[src/rtl/hevc_filter_pkg.sv]
// Shared types, token widths and block-size helpers for the HEVC filter job sequencer.
package hevc_filter_pkg;

  localparam int unsigned TAP         = 8;
  localparam int unsigned ALPHA_TOK_W = 4;
  localparam int unsigned SIZE_TOK_W  = 8;
  localparam int unsigned CNT_W       = 13;

  typedef enum logic [2:0] {
    S4  = 3'd0,
    S8  = 3'd1,
    S16 = 3'd2,
    S32 = 3'd3,
    S64 = 3'd4
  } size_code_t;

  typedef enum logic [2:0] {
    StIdle,
    StCfg,
    StFeed,
    StDrain,
    StDone
  } state_t;

  function automatic logic size_legal(input logic [2:0] code);
    return code <= 3'd4;
  endfunction

  function automatic logic [6:0] blk_edge(input size_code_t code);
    return 7'd4 << code;
  endfunction

  function automatic logic [6:0] ext_size(input size_code_t code, input int unsigned tap);
    return blk_edge(code) + 7'(tap - 1);
  endfunction

  function automatic logic [CNT_W-1:0] blk_pels(input size_code_t code);
    logic [6:0] e;
    e = blk_edge(code);
    return CNT_W'(e) * CNT_W'(e);
  endfunction

endpackage

[src/rtl/hevc_filter_seq_cfg_token_writer.sv]
// Holds one configuration token and keeps its write asserted until the FIFO takes it.
module cfg_token_writer #(
  parameter int unsigned W = 4
) (
  input  logic         clk,
  input  logic         rst,
  input  logic         load,
  input  logic [W-1:0] token,
  input  logic         full,
  output logic         write,
  output logic [W-1:0] din,
  output logic         accept
);

  logic         write_q;
  logic [W-1:0] din_q;

  always_ff @(posedge clk or posedge rst) begin
    if (rst) begin
      write_q <= 1'b0;
      din_q   <= '0;
    end else if (load) begin
      write_q <= 1'b1;
      din_q   <= token;
    end else if (write_q && !full) begin
      write_q <= 1'b0;
    end
  end

  assign write  = write_q;
  assign din    = din_q;
  assign accept = write_q & ~full;

endmodule

[src/rtl/hevc_filter_seq.sv]
// Job sequencer for top_ms: issues config tokens, streams reference pels, counts filtered outputs.
module hevc_filter_seq #(
  parameter int unsigned TAP   = 8,
  parameter int unsigned PEL_W = 8,
  parameter int unsigned FLUX  = 2
) (
  input  logic             clk,
  input  logic             rst,
  input  logic             job_valid,
  output logic             job_ready,
  input  logic [2:0]       job_size,
  input  logic [2:0]       job_v_alpha,
  input  logic [2:0]       job_h_alpha,
  output logic [3:0]       cfg_v_din,
  output logic [3:0]       cfg_h_din,
  output logic [7:0]       cfg_s_din,
  output logic             cfg_v_write,
  output logic             cfg_h_write,
  output logic             cfg_s_write,
  input  logic             cfg_v_full,
  input  logic             cfg_h_full,
  input  logic             cfg_s_full,
  input  logic             src_valid,
  input  logic [PEL_W-1:0] src_data,
  output logic             src_ready,
  output logic [PEL_W:0]   pel_din,
  output logic             pel_write,
  input  logic             pel_full,
  input  logic             out_write,
  input  logic             out_full,
  output logic             busy,
  output logic             done,
  output logic             err
);
  import hevc_filter_pkg::*;

  if (FLUX == 0) begin : g_flux_invalid
    $error("FLUX must be nonzero");
  end

  state_t           state_q, state_d;
  logic [CNT_W-1:0] n_in_q, n_out_q;
  logic [CNT_W-1:0] in_cnt_q, in_cnt_d;
  logic [CNT_W-1:0] out_cnt_q, out_cnt_d;
  logic             err_q, err_d;
  logic             load;
  logic             pel_xfer;
  logic             out_acc;
  logic             counting;
  logic             all_acc;
  logic             v_acc, h_acc, s_acc;
  size_code_t       code_in;
  logic [6:0]       ext_in;

  assign code_in  = size_code_t'(job_size);
  assign ext_in   = ext_size(code_in, TAP);
  assign pel_xfer = (state_q == StFeed) & src_valid & ~pel_full;
  assign out_acc  = out_write & ~out_full;
  assign counting = (state_q == StCfg) | (state_q == StFeed) | (state_q == StDrain);
  // A token still pending this cycle must be accepted now for the CFG phase to finish.
  assign all_acc  = (~cfg_v_write | v_acc) & (~cfg_h_write | h_acc) & (~cfg_s_write | s_acc);

  cfg_token_writer #(.W(ALPHA_TOK_W)) u_cfg_v (
    .clk    (clk),
    .rst    (rst),
    .load   (load),
    .token  ({1'b1, job_v_alpha}),
    .full   (cfg_v_full),
    .write  (cfg_v_write),
    .din    (cfg_v_din),
    .accept (v_acc)
  );

  cfg_token_writer #(.W(ALPHA_TOK_W)) u_cfg_h (
    .clk    (clk),
    .rst    (rst),
    .load   (load),
    .token  ({1'b1, job_h_alpha}),
    .full   (cfg_h_full),
    .write  (cfg_h_write),
    .din    (cfg_h_din),
    .accept (h_acc)
  );

  cfg_token_writer #(.W(SIZE_TOK_W)) u_cfg_s (
    .clk    (clk),
    .rst    (rst),
    .load   (load),
    .token  ({1'b1, ext_in}),
    .full   (cfg_s_full),
    .write  (cfg_s_write),
    .din    (cfg_s_din),
    .accept (s_acc)
  );

  always_comb begin
    state_d   = state_q;
    in_cnt_d  = in_cnt_q;
    out_cnt_d = out_cnt_q;
    err_d     = err_q;
    load      = 1'b0;

    // Outputs may overlap feeding; any output outside a job or beyond the block is an error.
    if (out_acc) begin
      if (!counting || out_cnt_q == n_out_q) begin
        err_d = 1'b1;
      end else begin
        out_cnt_d = out_cnt_q + CNT_W'(1);
      end
    end

    unique case (state_q)
      StIdle: begin
        if (job_valid) begin
          if (size_legal(job_size)) begin
            load    = 1'b1;
            state_d = StCfg;
          end else begin
            err_d = 1'b1;
          end
        end
      end
      StCfg: begin
        if (all_acc) state_d = StFeed;
      end
      StFeed: begin
        if (pel_xfer) begin
          in_cnt_d = in_cnt_q + CNT_W'(1);
          if (in_cnt_q + CNT_W'(1) == n_in_q) state_d = StDrain;
        end
      end
      StDrain: begin
        if (out_cnt_q == n_out_q) state_d = StDone;
      end
      StDone: begin
        state_d   = StIdle;
        in_cnt_d  = '0;
        out_cnt_d = '0;
      end
      default: state_d = StIdle;
    endcase
  end

  always_ff @(posedge clk or posedge rst) begin
    if (rst) begin
      state_q   <= StIdle;
      in_cnt_q  <= '0;
      out_cnt_q <= '0;
      err_q     <= 1'b0;
      n_in_q    <= '0;
      n_out_q   <= '0;
    end else begin
      state_q   <= state_d;
      in_cnt_q  <= in_cnt_d;
      out_cnt_q <= out_cnt_d;
      err_q     <= err_d;
      if (load) begin
        n_in_q  <= CNT_W'(ext_in) * CNT_W'(ext_in);
        n_out_q <= blk_pels(code_in);
      end
    end
  end

  assign job_ready = (state_q == StIdle);
  assign busy      = (state_q != StIdle);
  assign done      = (state_q == StDone);
  assign err       = err_q;
  assign pel_write = pel_xfer;
  assign src_ready = pel_xfer;
  assign pel_din   = (state_q == StFeed) ? {1'b1, src_data} : '0;

endmodule

[config.mk]
export PLATFORM = sky130hd
export DESIGN_NAME = hevc_filter_seq
export DESIGN_NICKNAME = d
export VERILOG_FILES = /design/src/rtl/hevc_filter_pkg.sv /design/src/rtl/hevc_filter_seq_cfg_token_writer.sv /design/src/rtl/hevc_filter_seq.sv
export SDC_FILE = /design/constraint.sdc
export NUM_CORES = 1
export LEC_CHECK = 0
export ABC_CLOCK_PERIOD_IN_PS = 3450
export BUFFER_PORTS_ARGS = -buffer_cell sky130_fd_sc_hd__buf_2
export CORE_UTILIZATION = 50
export CTS_BUF_LIST = sky130_fd_sc_hd__clkbuf_8
export CTS_CLUSTER_SIZE = 25
export DETAILED_ROUTE_END_ITERATION = 7
export GPL_TIMING_DRIVEN = 0
export PLACE_DENSITY = 0.7
export SETUP_SLACK_MARGIN = 0.1
export SLEW_MARGIN = 5
export SYNTH_ARGS = -nofsm -noshare
export SYNTH_HDL_FRONTEND = slang
export SYNTH_HIERARCHICAL = 1
export SYNTH_SLANG_ARGS = --single-unit
[constraint.sdc]
create_clock -name clk -period 3.45 [get_ports clk]
set_clock_uncertainty 0.15 [all_clocks]
set_input_delay 0.1725 -clock clk [delete_from_list [all_inputs] [get_ports clk]]
set_output_delay 0.1725 -clock clk [all_outputs]
set_load 0.02 [all_outputs]
**Word level (Yosys, flattened, before mapping)**

Index checks and enable logic that the tools add are counted.

- Add/subtract/negate cells: 3
- Bitwise gates (word level): 21
- Magnitude comparators: 1
- Divide/modulo/power cells: 0
- Equal/unequal tests: 13
- Shift-type cells: 1
- Muxes and demuxes: 27
- Multipliers: 2
- Reductions and logical operators: 18

Operators by type and width:

| kind | number |
|---|---|
| 13-bit two-way mux | 4 |
| 13-bit by 1-bit adder with 13-bit output (second input constant) | 2 |
| 13-bit == test | 2 |
| 7-bit by 7-bit multiplier with 13-bit output | 2 |
| 13-bit case mux with 2 select lines | 1 |
| 3-bit two-way mux | 6 |
| 1-bit two-way mux | 14 |
| 3-bit case mux with 4 select lines | 1 |
| 2-bit nonzero test | 5 |
| 9-bit two-way mux | 1 |
| 1-bit bitwise AND | 8 |
| 2-bit inequality test (second input constant) | 4 |
| 1-bit inverter | 8 |
| 7-bit by 3-bit adder with 7-bit output (second input constant) | 1 |
| 3-bit by 3-bit left shift with 7-bit output (first input constant) | 1 |
| 3-bit by 2-bit == test with 1-bit output (second input constant) | 2 |
| 2-bit by 1-bit inequality test with 1-bit output (second input constant) | 3 |
| 6-bit AND reduction | 1 |
| 1-bit bitwise OR | 5 |
| 1-bit zero test | 4 |
| 2-bit AND reduction | 2 |
| 3-bit by 1-bit == test with 1-bit output (second input constant) | 1 |
| 3-bit == test (second input constant) | 1 |
| 3-bit less-or-equal comparator (second input constant) | 1 |
| other kinds (4) | 6 |

- Bits in registers: 75
- RAM bits: 0
- Output and inout port bits: 34
- Logic and storage cells: 98
- Memory bits (read-only): 0
- Bits in latches: 0
- Input bits: 27
- Memories: 0

**Longest topological paths before layout**

Gate-level depths: netlist (run 1).

- Depth after elaboration: 10
- Mapped depth: 16
- Depth with buffers taken out: 16

**Hierarchy**

The synthesis (run 1) kept the hierarchy.

By module, submodules not included:

| module | seq. area each (µm²) | area each (µm²) | cells an instance | times used |
|---|---|---|---|---|
| hevc_filter_seq | 1201.2 | 4017.6 | 437 | 1 |
| cfg_token_writer (u_cfg_h ...) | 125.1 | 188.9 | 12 | 2 |
| cfg_token_writer (u_cfg_s) | 225.2 | 375.4 | 21 | 1 |

**Worst setup path after synthesis (run 1)**

OpenSTA, ideal clock, no wires.

- Kind: input to register
- Start point: input port job_size[0]
- End point: register n_in_q[11]
- Setup time: 0.125 ns
- Path slack: -0.776 ns
- Required time: 3.175 ns
- Stages on the path: 12
- Data arrival time: 3.952 ns
- Buffers on the path: 1
- Cells stage by stage: clkbuf_1 nor3b_1 fa_1 xor2_1 fa_1 fa_1 ha_1 nor3_1 a211oi_1 a211o_1 xor2_1 mux2_2

- Elaborated cells on any way between the ends: 7
- Those cells by class: 1 x add/sub; 1 x mul; 1 x order compare; 1 x shift; 3 x mux

RTL lines:

| element | line | text |
|---|---|---|
| start: declaration | hevc_filter_seq.sv:11 | `input logic [2:0] job_size,` |
| 3-bit by 3-bit left shift with 7-bit output | hevc_filter_pkg.sv:30 | `return 7'd4 << code;` |
| 7-bit by 3-bit adder with 7-bit output | hevc_filter_pkg.sv:34 | `return blk_edge(code) + 7'(tap - 1);` |
| net ext_in[6] | hevc_filter_seq.sv:53 | `logic [6:0] ext_in;` |
| 7-bit by 7-bit multiplier with 13-bit output | hevc_filter_seq.sv:158 | `n_in_q <= CNT_W'(ext_in) * CNT_W'(ext_in);` |
| end signal: assignment | hevc_filter_seq.sv:158 |  |
| end: declaration | hevc_filter_seq.sv:42 | `logic [CNT_W-1:0] n_in_q, n_out_q;` |

The timed path passes the listed nets, and every way through them passes these cells.
A chain may end at the register's enable or synchronous reset.

**Final worst setup path (run 1)**

- Start point: input port job_size[1]
- End point: register n_in_q[11]

The elaborated chain is that of the path after synthesis.

==> results.ini, run 1 <==
[detailed_routing]
final_antenna_net_count=0
dr.pass1.iters=4
avgViaCountPerCell=5.24
wl_per_cell_um=14.2
drc_errors=0
first_iter_violations=118
vias=3875
wirelength_um=10500

[power]
power_density_mw_per_mm2=622
peakVddDrop_mv=0.349
power_uw=3740
leakage_uw=0.00298

[global_routing]
grt_overflow=0
grt_max_degree=37
grt_pass1_wl_um=18000
track_usage_pct=22.7
grt_pass1_vias=3835
antenna_found_initial=0

[cts]
clock-root-buffer=clkbuf_8
cts_tree=built
cts_sinks=67
clkTransAtPathRegs_ps=80
clock_latency_ps=340
h-tree-depth=3
cts_buffers=9
cts_max_path_buffers=2

[cells_and_area]
final_cells=740
nNetsFinal=687
final_common_cell=dfrtp_1
num_antenna_cells=0
drive_gt1_share_pct=26.4
seqCellArea_mm2=0.00168
multi_input_area_mm2=0.00316
fillers=748
syn2layout_area_growth_pct=25.9
final_cell_mix=67 x dfrtp_1, 59 x buf_2, 51 x nand2_1, 37 x xnor2_1, 34 x ha_1

[die]
core_mm2=0.00924
start_util_pct=51.6
die_x_um=99.7
dieArea_mm2=0.00994
die_y_um=99.7
rows=35
ios=61

[yosys]
ys_seq_elements=67
async_flop_share_pct=100
postSynthAreaPerCell_um2=9.90
synth_cell_types=56
ys.flop_type=dfrtp_1
ys_warn_count=6
yosysSeqAreaShare_pct=35.1
synthCells=482
synth_area_mm2=0.00477
synth_edf_count=0

[sta]
fmax_ghz=0.289
finalHoldViolCount=0
maxSlewHeadroom_pct=48.9
worst_hold_slack_ps=66.3
rsz0062_at_grt=yes
setup-violations-final=1
period_needed_ps=3450
finalCritPeriodShare_pct=100
tns_ps=-4.68
drv_slew=0
setup_slack_ps=-4.68
worst_slew_pin_slew_ps=761

[place]
place_congestion=0.869
place_inst=695
place.port_buffers=60
dp_hpwl_um=7680

[min_path]
hold_class=in2reg

[job]
cap_viol_max_count=0

[status]
violations=setup timing
outcome=finished, violations left

[critical_path]
path_class=in2reg
crit_required_ps=3530
crit_path_max_fanout=8
crit_path_end_kind=flop
critPathLaunchType=input pin
crit_arrival_ps=3540

[per-layer routing]
metal | track usage (%) | vias up | share of wire, % | wire [um]
met4 | 9.39 | 0 | 2.1 | 225
li1 | - | 1884 | - | -
met2 | 37.5 | 82 | 49 | 5170
met5 | 0 | - | 0 | 0
met3 | 4.22 | 17 | 3.6 | 374
met1 | 29.4 | 1892 | 45 | 4760
[through the flow]
stage                     cell area (um2)  utilization (%)  worst slack, ps
after floorplan                      4950                -             -216
after global placement               5410             58.5             -638
after detailed placement             5430             58.7             -745
after CTS                            5940             64.3             34.1
after global routing                 6010             65.0            -84.8
final                                6010             65.0            -4.68
[where the power goes]
part           switching (uW)  total, uW  leakage, uW  internal [uW]
sequential                237       1300     0.000842           1060
clock                     312        716     0.000101            404
combinational             936       1730      0.00203            792
[cell type report]
| class | instances | share of cell area, % |
|---|---|---|
| Clock inverter | 7 | 1.54 |
| Tap cell | 129 | 2.69 |
| Clock buffer | 9 | 2.06 |
| Timing Repair Buffer | 90 | 9.87 |
| Inverter | 26 | 1.75 |
| Multi-Input combinational cell | 397 | 52.7 |
| Sequential cell | 67 | 27.9 |
| Buffer | 15 | 1.52 |
[worst paths after layout]
path	from	end	slack, ps	cells after the start
worst max-delay path	job_size[1]	n_in_q[11]	-5	14
worst min-delay path	out_write	err	70	3
worst max register to register	state_q[1]	u_cfg_s/din[6]	800	6
worst min register to register	n_out_q[8]	n_out_q[8]	360	2
max in group asynchronous	rst	out_cnt_q[9]	2420	4
min in group asynchronous	rst	u_cfg_h/din[2]	180	3
[cell families after synthesis]
logic type / share of synthesized area (%)
compound gates: 9.57
xor+xnor: 9.55
fa+ha+maj: 16.5
buf+inv: 3.62
flops: 35.1
mux: 5.30
other cells: 0.157
simple gates: 20.1
[synth_stat cells, drive strengths merged, types with 2 or more instances]
library cell / instances / share of area, %
nor3: 17 / 2.2
a41o: 2 / 0.42
nand2b: 3 / 0.39
dfrtp: 67 / 35
or2: 4 / 0.52
nor2b: 5 / 0.66
o21ai: 30 / 3.1
buf: 4 / 0.60
nand2: 51 / 4.0
nand3: 13 / 1.4
nand4bb: 2 / 0.81
xor2: 14 / 2.6
clkbuf: 11 / 0.87
o31ai: 7 / 1.1
a21o: 8 / 1.3
a2bb2oi: 2 / 0.37
mux2: 18 / 4.9
and2: 16 / 2.1
ha: 39 / 10
nor3b: 6 / 1.2
inv: 25 / 2.0
fa: 15 / 6.3
nor2: 37 / 3.0
xnor2: 38 / 7.0
mux2i: 2 / 0.42
and3: 5 / 0.66
a31oi: 3 / 0.39
conb: 2 / 0.16
a2111oi: 3 / 0.94
nand4: 10 / 1.8
or4b: 2 / 0.42
a21oi: 11 / 1.2
[flip-flops by register name, indices dropped and copies added, names as in the netlist]
register,cells
in_cnt_q,13
u_cfg_h/write,1
state_q,3
u_cfg_v/din,4
u_cfg_v/write,1
n_out_q,7
u_cfg_s/write,1
out_cnt_q,13
err,1
u_cfg_s/din,8
n_in_q,11
u_cfg_h/din,4
[worst max-delay path, cell delays in order]
cell,delay (ps)
buf_6,120
nand2b_4,110
inv_4,50
and2_4,150
fa_1,580
xor2_2,160
fa_1,450
fa_1,540
ha_4,220
nor3_4,110
a211oi_2,70
a211o_1,350
xor2_1,170
mux2_4,260
[repair_timing]
action / in CTS / in global routing
pin swaps: 18 / 12
hold endpoints to repair: 76 / 0
setup buffers: 15 / 4
gates resized for setup: 17 / 8
setup endpoints to repair: 5 / 4
hold buffers: 10 / 0
Power figures use the tool's default switching activity.
==> inputs of run 2 (changes only) <==
--- a/config.mk
+++ b/config.mk
@@ -7,12 +7,15 @@
 export LEC_CHECK = 0
 export ABC_CLOCK_PERIOD_IN_PS = 3450
 export BUFFER_PORTS_ARGS = -buffer_cell sky130_fd_sc_hd__buf_2
+export CELL_PAD_IN_SITES_DETAIL_PLACEMENT = 1
+export CELL_PAD_IN_SITES_GLOBAL_PLACEMENT = 1
 export CORE_UTILIZATION = 50
 export CTS_BUF_LIST = sky130_fd_sc_hd__clkbuf_8
 export CTS_CLUSTER_SIZE = 25
 export DETAILED_ROUTE_END_ITERATION = 7
+export GPL_ROUTABILITY_DRIVEN = 0
 export GPL_TIMING_DRIVEN = 0
-export PLACE_DENSITY = 0.7
+export PLACE_DENSITY_LB_ADDON = 0.1
 export SETUP_SLACK_MARGIN = 0.1
 export SLEW_MARGIN = 5
 export SYNTH_ARGS = -nofsm -noshare
==> run 2 against run 1 <==
Compared with the run above:
- via count increased by 6.2%
- worst setup slack got worse by 180 ps
- non-clock buffer count rose by 1
- flip-flop and latch count stayed put
- largest cell class unchanged
- the flow still finishes with violations (setup timing)
- final cell count increased by 0.14%
- final area up 1.1%
- clock power up 7.7%
- global-route usage grew 9.4 points
- fmax shrank 5.0%
- utilization increased by 0.70 points
- die area is the same
==> results.ini, run 2 (synthesis gave the netlist of run 1 again) <==
[status]
outcome=finished, violations left
violations=setup timing

[job]
cap_viol_max_count=0

[detailed_routing]
met2WireLength_um=8080
wl_met3_um=508
dr.pass1.iters=4
first_iter_violations=130
vias=4114
avgViaCountPerCell=5.55
wirelength_um=15200
met1_length_um=5950
wl_per_cell_um=20.6
final_antenna_net_count=0
drc_errors=0
top_layer_used=met4

[die]
dieArea_mm2=0.00994
core_mm2=0.00924
ios=61
rows=35
start_util_pct=51.6
die_y_um=99.7
die_x_um=99.7

[sta]
rsz0062_at_grt=yes
finalHoldViolCount=0
drv_slew=0
maxSlewHeadroom_pct=49.6
setup_slack_ps=-187
worst_slew_pin_slew_ps=750
worst_hold_slack_ps=58.3
finalCritPeriodShare_pct=105
period_needed_ps=3640
fmax_ghz=0.275
setup-violations-final=4

[global_routing]
track_usage_pct=32.1
grt_max_degree=37
grt_pass1_wl_um=23900
grt_pass1_vias=4596
antenna_found_initial=0
grt_overflow=0

[cts]
h-tree-depth=3
cts_buffers=9
clkTransAtPathRegs_ps=80
clock_latency_ps=350
cts_max_path_buffers=2
clock-root-buffer=clkbuf_8
cts_tree=built
cts_sinks=67

[critical_path]
crit_arrival_ps=3710
critPathLaunchType=input pin
crit_path_max_fanout=5
crit_required_ps=3520
crit_path_end_kind=flop
path_class=in2reg

[cells_and_area]
top_regs=in_cnt_q x13, out_cnt_q x13, n_in_q x11
stdcell_area_mm2=0.00607
num_antenna_cells=0
syn2layout_area_growth_pct=27.3
drive_gt1_share_pct=27.1
final_common_cell=dfrtp_1
final_cell_mix=67 x dfrtp_1, 59 x buf_2, 51 x nand2_1, 36 x xnor2_1, 34 x nor2_1
nNetsFinal=688
final_cells=741

[place]
place.port_buffers=60
placed_cell_area_mm2=0.00543
dp_hpwl_um=9180
pre_cts_ws_ps=-729
place_inst=695

[min_path]
hold_class=in2reg

[power]
peakVddDrop_mv=0.445
power_density_mw_per_mm2=655
leakage_uw=0.00300

==> run 2: final timing paths <==
kind	startpoint	endpoint	slack [ps]	depth (start not counted)
setup / recovery	job_size[2]	n_in_q[12]	-190	15
hold / removal	out_write	err	60	3
setup reg to reg	state_q[1]	u_cfg_s/din[3]	690	6
hold reg to reg	err	err	360	2
max in group asynchronous	rst	out_cnt_q[11]	2420	4
min in group asynchronous	rst	u_cfg_h/din[3]	150	3
==> run 2: worst max-delay path, cell delays in order <==
cell      delay, ps
buf_12          110
nand2b_4        170
inv_6            80
and2_4          190
fa_1            470
xor2_2          200
fa_1            500
fa_2            570
ha_4            210
nor3_4          120
a211oi_2         80
a211o_1         390
a21oi_4         220
xnor2_2         140
o21ai_1          70
==> run 2: layer usage <==
layer	track usage, %	up-vias
met5	0	-
li1	-	1881
met2	59.4	111
met3	5.13	52
met1	35.1	2070
met4	17.0	0
==> run 2: area by class of cell <==
cell class | instances | area [um2]
plain buffers | 15 | 91.3
clock buffers | 10 | 138
clock inverters | 6 | 88.8
fillers | 1029 | 3170
inverters | 26 | 108
multi-input cells | 397 | 3200
flip-flops and latches | 67 | 1680
well taps | 129 | 161
repair buffers | 91 | 611
==> run 2: power by group <==
group / leakage, uW / internal [uW] / switching (uW)
clock network: 0.000108 / 427 / 344
registers: 0.000842 / 1060 / 264
logic: 0.00205 / 818 / 1070
==> run 2: what timing repair did <==
| item | CTS | global route |
|---|---|---|
| buffers inserted | 16 | 4 |
| pin swaps | 17 | 13 |
| gates resized for setup | 27 | 6 |
| endpoints found under the hold margin | 70 | 0 |
| hold buffers | 10 | 0 |
| endpoints found under the setup margin | 5 | 5 |
==> run 2: per-stage QoR <==
stage,TNS (ps),utilization (%),total power (uW)
2_1_floorplan,-560,-,2500
3_3_place_gp,-2570,58.5,2870
3_5_place_dp,-3110,58.7,2970
4_1_cts,0,65.0,3870
5_1_grt,-773,65.7,4200
6_report,-498,65.7,3980
